<file path="src/rtl/filter_ctrl_pkg.sv">
// Shared FSM encoding, vertical pad one-hot codes and frame size limits for the
// 5x5 filter line-memory controller.
package filter_ctrl_pkg;

  typedef enum logic [1:0] {
    ST_IDLE   = 2'd0,
    ST_ACTIVE = 2'd1,
    ST_GAP    = 2'd2,
    ST_FLUSH  = 2'd3
  } ctrl_state_e;

  // Bit order: [0] first row, [1] second row, [2] last row, [3] second-last row
  localparam logic [3:0] PAD_TOP0 = 4'b0001;
  localparam logic [3:0] PAD_TOP1 = 4'b0010;
  localparam logic [3:0] PAD_BOT0 = 4'b0100;
  localparam logic [3:0] PAD_BOT1 = 4'b1000;

  localparam int MIN_H_SIZE = 3;
  localparam int MIN_V_SIZE = 4;

endpackage

</file>
<file path="src/rtl/filter_hv_counter.sv">
// Column/line counter advanced by the read strobe, with end-of-line, last-input-line
// and last-flush-line flags compared against the latched frame geometry.
module filter_hv_counter
  import filter_ctrl_pkg::*;
#(
  parameter int COL_WIDTH  = 11,
  parameter int LINE_WIDTH = 12
) (
  input  logic                  clk,
  input  logic                  rst,
  input  logic                  clear_i,
  input  logic                  step_i,
  input  logic [COL_WIDTH-1:0]  hSize_i,
  input  logic [LINE_WIDTH-1:0] vSize_i,
  output logic [COL_WIDTH-1:0]  col_o,
  output logic [LINE_WIDTH-1:0] line_o,
  output logic                  lastPix_o,
  output logic                  lastLine_o,
  output logic                  lastFlush_o
);

  logic [COL_WIDTH-1:0]  col_q, col_d;
  logic [LINE_WIDTH-1:0] line_q, line_d;

  assign col_o       = col_q;
  assign line_o      = line_q;
  assign lastPix_o   = (col_q == hSize_i - COL_WIDTH'(1));
  assign lastLine_o  = (line_q == vSize_i - LINE_WIDTH'(1));
  assign lastFlush_o = (line_q == vSize_i + LINE_WIDTH'(1));

  always_comb begin
    col_d  = col_q;
    line_d = line_q;
    if (clear_i) begin
      col_d  = '0;
      line_d = '0;
    end else if (step_i) begin
      if (lastPix_o) begin
        col_d  = '0;
        line_d = line_q + LINE_WIDTH'(1);
      end else begin
        col_d = col_q + COL_WIDTH'(1);
      end
    end
  end

  always_ff @(posedge clk) begin
    if (rst) begin
      col_q  <= '0;
      line_q <= '0;
    end else begin
      col_q  <= col_d;
      line_q <= line_d;
    end
  end

endmodule

</file>
<file path="src/rtl/filter_mem_ctrl_5x5.sv">
// Line-memory controller for the 5x5 Y data-align stage: memory strobes and addresses,
// line-rotation and vertical-pad selects, and two flush lines after each frame.
module filter_mem_ctrl_5x5
  import filter_ctrl_pkg::*;
#(
  parameter int MEM_ADDR_WIDTH = 11,
  parameter int MEM_Y_WIDTH    = 4,
  parameter int MEM_U_WIDTH    = 2,
  parameter int MEM_V_WIDTH    = 2,
  parameter int V_WIDTH        = 11,
  parameter int FLUSH_GAP      = 8
) (
  input  logic                      clk,
  input  logic                      rst,
  input  logic                      i_frame_start,
  input  logic [MEM_ADDR_WIDTH-1:0] i_h_size,
  input  logic [V_WIDTH-1:0]        i_v_size,
  input  logic                      i_input_de,
  output logic                      o_mem_de,
  output logic [MEM_ADDR_WIDTH-1:0] o_mem_waddr,
  output logic [MEM_ADDR_WIDTH-1:0] o_mem_raddr,
  output logic [MEM_Y_WIDTH-1:0]    o_mem_y_wen,
  output logic                      o_mem_y_ren,
  output logic [MEM_U_WIDTH-1:0]    o_mem_u_wen,
  output logic [MEM_V_WIDTH-1:0]    o_mem_v_wen,
  output logic [MEM_U_WIDTH-1:0]    o_mem_u_ren,
  output logic [MEM_V_WIDTH-1:0]    o_mem_v_ren,
  output logic [MEM_Y_WIDTH-1:0]    o_aln_ln_y,
  output logic [3:0]                o_pad_ln_y,
  output logic                      o_busy,
  output logic                      o_frame_done
);

  // Line indices need room for v_size plus the two flush lines
  localparam int LW = V_WIDTH + 1;
  localparam int GW = $clog2(FLUSH_GAP + 1);

  ctrl_state_e               state_q;
  logic                      busy_q;
  logic [MEM_ADDR_WIDTH-1:0] hSize_q, hSize_d;
  logic [LW-1:0]             vSize_q, vSize_d;
  logic [GW-1:0]             gapCnt_q;

  logic                      frameStart, rs, wenOn;
  logic [MEM_ADDR_WIDTH-1:0] col;
  logic [LW-1:0]             lineIdx;
  logic                      lastPix, lastLine, lastFlush;

  logic                      memDe_q, wLast_q, frameDone_q;
  logic [MEM_ADDR_WIDTH-1:0] waddr_q;
  logic [MEM_Y_WIDTH-1:0]    yWen_q;
  logic [MEM_U_WIDTH-1:0]    uWen_q;
  logic [MEM_V_WIDTH-1:0]    vWen_q;
  logic [LW-1:0]             wn_q;
  logic [3:0]                padSel;

  assign frameStart = (state_q == ST_IDLE) && i_frame_start;
  assign rs         = ((state_q == ST_ACTIVE) && i_input_de) || (state_q == ST_FLUSH);
  assign wenOn      = rs && (state_q != ST_FLUSH);
  assign hSize_d    = (i_h_size < MEM_ADDR_WIDTH'(MIN_H_SIZE)) ? MEM_ADDR_WIDTH'(MIN_H_SIZE) : i_h_size;
  assign vSize_d    = (i_v_size < V_WIDTH'(MIN_V_SIZE)) ? LW'(MIN_V_SIZE) : {1'b0, i_v_size};

  filter_hv_counter #(
    .COL_WIDTH  (MEM_ADDR_WIDTH),
    .LINE_WIDTH (LW)
  ) u_hv_counter (
    .clk         (clk),
    .rst         (rst),
    .clear_i     (frameStart),
    .step_i      (rs),
    .hSize_i     (hSize_q),
    .vSize_i     (vSize_q),
    .col_o       (col),
    .line_o      (lineIdx),
    .lastPix_o   (lastPix),
    .lastLine_o  (lastLine),
    .lastFlush_o (lastFlush)
  );

  always_ff @(posedge clk) begin
    if (rst) begin
      state_q  <= ST_IDLE;
      busy_q   <= 1'b0;
      hSize_q  <= MEM_ADDR_WIDTH'(MIN_H_SIZE);
      vSize_q  <= LW'(MIN_V_SIZE);
      gapCnt_q <= '0;
    end else begin
      unique case (state_q)
        ST_IDLE: begin
          if (i_frame_start) begin
            hSize_q <= hSize_d;
            vSize_q <= vSize_d;
            state_q <= ST_ACTIVE;
            busy_q  <= 1'b1;
          end
        end
        ST_ACTIVE: begin
          if (rs && lastPix && lastLine) begin
            state_q  <= ST_GAP;
            gapCnt_q <= '0;
          end
        end
        ST_GAP: begin
          if (gapCnt_q == GW'(FLUSH_GAP - 1)) begin
            state_q <= ST_FLUSH;
          end else begin
            gapCnt_q <= gapCnt_q + GW'(1);
          end
        end
        ST_FLUSH: begin
          if (lastPix) begin
            gapCnt_q <= '0;
            if (lastFlush) begin
              state_q <= ST_IDLE;
              busy_q  <= 1'b0;
            end else begin
              state_q <= ST_GAP;
            end
          end
        end
        default: state_q <= ST_IDLE;
      endcase
    end
  end

  // Write side trails the read side by one cycle so each location is read before overwrite
  always_ff @(posedge clk) begin
    if (rst) begin
      memDe_q     <= 1'b0;
      waddr_q     <= '0;
      yWen_q      <= '0;
      uWen_q      <= '0;
      vWen_q      <= '0;
      wLast_q     <= 1'b0;
      wn_q        <= '0;
      frameDone_q <= 1'b0;
    end else begin
      memDe_q     <= rs && (lineIdx >= LW'(2));
      waddr_q     <= col;
      yWen_q      <= wenOn ? (MEM_Y_WIDTH'(1) << lineIdx[1:0]) : '0;
      uWen_q      <= wenOn ? (MEM_U_WIDTH'(1) << lineIdx[0]) : '0;
      vWen_q      <= wenOn ? (MEM_V_WIDTH'(1) << lineIdx[0]) : '0;
      wLast_q     <= rs && lastPix;
      frameDone_q <= wLast_q && (wn_q == vSize_q + LW'(1));
      if (frameStart) begin
        wn_q <= '0;
      end else if (wLast_q) begin
        wn_q <= wn_q + LW'(1);
      end
    end
  end

  always_comb begin
    padSel = '0;
    if (wn_q == LW'(2)) begin
      padSel = PAD_TOP0;
    end else if (wn_q == LW'(3)) begin
      padSel = PAD_TOP1;
    end else if (wn_q == vSize_q) begin
      padSel = PAD_BOT1;
    end else if (wn_q == vSize_q + LW'(1)) begin
      padSel = PAD_BOT0;
    end
  end

  assign o_mem_y_ren  = rs;
  assign o_mem_u_ren  = rs ? (MEM_U_WIDTH'(1) << lineIdx[0]) : '0;
  assign o_mem_v_ren  = rs ? (MEM_V_WIDTH'(1) << lineIdx[0]) : '0;
  assign o_mem_raddr  = col;
  assign o_mem_de     = memDe_q;
  assign o_mem_waddr  = waddr_q;
  assign o_mem_y_wen  = yWen_q;
  assign o_mem_u_wen  = uWen_q;
  assign o_mem_v_wen  = vWen_q;
  assign o_aln_ln_y   = MEM_Y_WIDTH'(1) << wn_q[1:0];
  assign o_pad_ln_y   = padSel;
  assign o_busy       = busy_q;
  assign o_frame_done = frameDone_q;

endmodule

</file>
<file path="config.mk">
export PLATFORM = sky130hd
export DESIGN_NAME = filter_mem_ctrl_5x5
export DESIGN_NICKNAME = d
export VERILOG_FILES = /design/src/rtl/filter_ctrl_pkg.sv /design/src/rtl/filter_hv_counter.sv /design/src/rtl/filter_mem_ctrl_5x5.sv
export SDC_FILE = /design/constraint.sdc
export NUM_CORES = 1
export LEC_CHECK = 0
export ABC_CLOCK_PERIOD_IN_PS = 3600
export CORE_AREA = 3 3 93 95
export DETAILED_ROUTE_END_ITERATION = 16
export DIE_AREA = 0 0 96 98
export DONT_BUFFER_PORTS = 1
export MAX_ROUTING_LAYER = met4
export PLACE_DENSITY = 0.8
export SLEW_MARGIN = 10
export SYNTH_ARGS = -nofsm -noshare
export SYNTH_HDL_FRONTEND = slang
export SYNTH_SLANG_ARGS = --single-unit
</file>
<file path="constraint.sdc">
create_clock -name clk -period 3.6 [get_ports clk]
set_input_delay 0.72 -clock clk [delete_from_list [all_inputs] [get_ports clk]]
set_output_delay 0.72 -clock clk [all_outputs]
set_load 0.02 [all_outputs]
</file>
==> results.cfg, run 1 <==
[outcome]
status = complete, no violations

[timing]
tightest_slew_ns = 0.864
fin_crit_sh = 0.963
rsz0062_at_grt = no
relSlewSlack = 0.424
setup-tns-final_ns = 0
fin_crit_ns = 3.47
hold_violations = 0
drv_slew = 0
hold_slack_ns = 0.423
fin_skew_ns = 0.00847
setup_violations = 0
clock.fmax_ghz = 0.289

[die]
die_y_um = 98
initial_core_util = 0.640
die_area_sq_mm = 0.00941
num_rows = 32
die_x_um = 96
pin_count = 72
core_sq_mm = 0.00781

[clock_tree]
cts_root_buf = clkbuf_8
clkSinkCount = 84
cts_made_buffers = 9
post_cts_buffers = 0
h-tree-depth = 3
cts_buffer_depth = 2
tritoncts = yes
clock_latency_ns = 0.36
clk_pin_slew_ns = 0.09

[critical_path]
end_kind = output port
cp_top_family = simple AND/OR/NAND/NOR gates
max_stage_delay_ns = 0.41
cp_slowest_cell = dfxtp_2
cp_num_buf_inv = 1
cp.required_ns = 2.88
critical_path_class = flop to output port
crit_path_start_kind = flop
arrival_ns = 2.75
crit_chain = ha_2 > nand2_1 > nor2_4 > nor2b_1 > or3_1 > a21o_1 > a221o_1 > nor4b_2 > buf_4
path_max_fanout = 8

[power_and_ir_drop]
switching_share = 0.291
pwr-share-clk = 0.356
combPwrFrac = 0.136
p_per_area_mw_per_mm2 = 371
p_leak_nw = 1.97
p_int_w = 0.00139
switchingPower_w = 0.000571
pwr-share-seq = 0.508
p_total_w = 0.00196
vdd_ir_drop_max_v = 0.000233

[layout]
num_antenna_cells = 0
synthToLayoutAreaGrowth_pct = 5.96
final_util = 0.678
final_common_cell = dfxtp_1
nFillCells = 649
fin_nets = 650
layout-drive-gt1-share = 0.0793
stdcell_area_sq_mm = 0.00529
final_cell_mix = 81 x dfxtp_1, 69 x nand2_1, 56 x nor2_1

[synth]
synth-async-reset-ratio = 0
netlist_area_sq_mm = 0.00499
synth_flop_cell = dfxtp_1
synth.distinct_cells = 64
synth_seq_area_share = 0.337
synthCells = 631
syn_nets = 668
ys.warnings.count = 0
synth.avg_cell_area_sq_um = 7.91
ys_ff_latch = 84
synth-edff-count = 0

[global_routing]
met2_usage = 0.455
antenna_found_initial = 0
grt_use_total = 0.281
grt_overflow = 0
busiest_layer = met2
grt_pass1_wl_mm = 20.6
grt_use_met3 = 0.0624
use_met1 = 0.347
grt_pass1_vias = 4271
grt_max_degree = 52

[drt]
wirelength_mm = 12.5
wl_per_cell_um = 17.3
ant_nets = 0
via_count = 4486
drcViolationCount = 0
first_iter_violations = 396
dr.pass1.iters = 5
avgViaCountPerCell = 6.23

[placed_design]
gp_congestion = 1.03
place_area_sq_mm = 0.00506
dp_hpwl_mm = 9.23
io_buffers = 0

[hold_path]
worstHoldPathType = input pin to flop

[flow_run]
maxCapViolCount = 0
-- sequential cells by signal, indices dropped and copies added (netlist names), 2 cells and up --
name,flops
o_mem_waddr,11
u_hv_counter.col_o,11
hSize_q,11
o_mem_y_wen,4
o_mem_v_wen,2
vSize_q,11
wn_q,12
state_q,2
gapCnt_q,4
u_hv_counter.line_o,12
-- layer usage --
metal	vias to the layer above	wire length, um
met5	-	0
met4	0	185
met3	23	1030
met2	176	6140
met1	2116	5120
li1	2171	-
-- synthesized netlist by cell type (4+ instances only) --
master | n | area (sq um)
or3_1 | 13 | 81.3
nor2b_1 | 18 | 113
clkbuf_1 | 39 | 146
inv_1 | 18 | 67.6
dfxtp_1 | 84 | 1680
ha_1 | 11 | 138
o21ai_0 | 18 | 90.1
nand2b_1 | 13 | 81.3
a211oi_1 | 4 | 30.0
nor2_1 | 57 | 214
mux2i_1 | 10 | 100
buf_4 | 4 | 30.0
and2_1 | 7 | 43.8
nand3_1 | 19 | 95.1
nand3b_1 | 8 | 60.1
or4_1 | 7 | 52.6
xor2_1 | 36 | 315
o211ai_1 | 4 | 30.0
xnor2_1 | 33 | 289
o31ai_1 | 5 | 37.5
nor4_1 | 14 | 87.6
a21oi_1 | 31 | 155
nor3_1 | 19 | 95.1
nor4b_1 | 4 | 35.0
nand2_1 | 69 | 259
nand4_1 | 17 | 106
and3_1 | 14 | 87.6
-- cell type report --
cell class                 count  area [sq um]  share of cell area
clock buffer                   9           124              0.0234
clock inverter                 7          80.1              0.0151
tap                          102           128              0.0241
timing repair buffer          16           120              0.0227
inverter                      19          71.3              0.0135
sequential                    84          1690               0.319
multi-input combinational    483          3080               0.583
-- per-stage QoR --
stage | worst slack [ns] | std cells
after floorplan | 0.200 | 631
after global placement | 0.319 | 704
after detailed placement | 0.263 | 704
after CTS | 0.0653 | 720
after global routing | 0.0105 | 720
final | 0.134 | 720
-- power by group through the flow --
stage	Combinational (W)	Sequential, W	Clock, W
5_1_grt	0.000296	0.00100	0.000755
2_1_floorplan	0.000221	0.000993	0
6_report	0.000267	0.000997	0.000697
3_3_place_gp	0.000257	0.00102	0
3_5_place_dp	0.000261	0.00102	0
4_1_cts	0.000263	0.000995	0.000709
-- worst paths after layout --
kind                                   from                endpoint  slack, ns  cells past startpoint
worst max-delay path             vSize_q[1]           o_pad_ln_y[2]       0.13                      9
worst min-delay path                    rst              hSize_q[8]       0.42                      1
worst max register to register   hSize_q[2]  u_hv_counter.line_o[6]       0.51                      7
worst min register to register  hSize_q[10]             hSize_q[10]       0.48                      2
-- cell families (layout without fill, tap and decap cells) --
| kind of cell | Yosys count | after routing | synth area share |
|---|---|---|---|
| and+or+nand+nor | 294 | 294 | 0.309 |
| DFF | 84 | 84 | 0.337 |
| buffers and inverters | 64 | 51 | 0.0511 |
| xor gates and xnor gates | 70 | 70 | 0.126 |
| adders and majority gates | 11 | 11 | 0.0276 |
| AOI/OAI and AO/OA | 98 | 98 | 0.130 |
| muxes | 10 | 10 | 0.0200 |
-- what timing repair did --
action | 4_1_cts | 5_1_grt
hold buffers | 0 | 0
setup endpoints to repair | 1 | 1
gates resized for setup | 3 | 5
(Power assumes the default switching activity.)
==> inputs of run 2 (changes only) <==
Settings changed: CTS_CLUSTER_SIZE from default to 12.
==> results of run 2 <==
The final DEF is identical to that of run 1; final timing and power are the same.
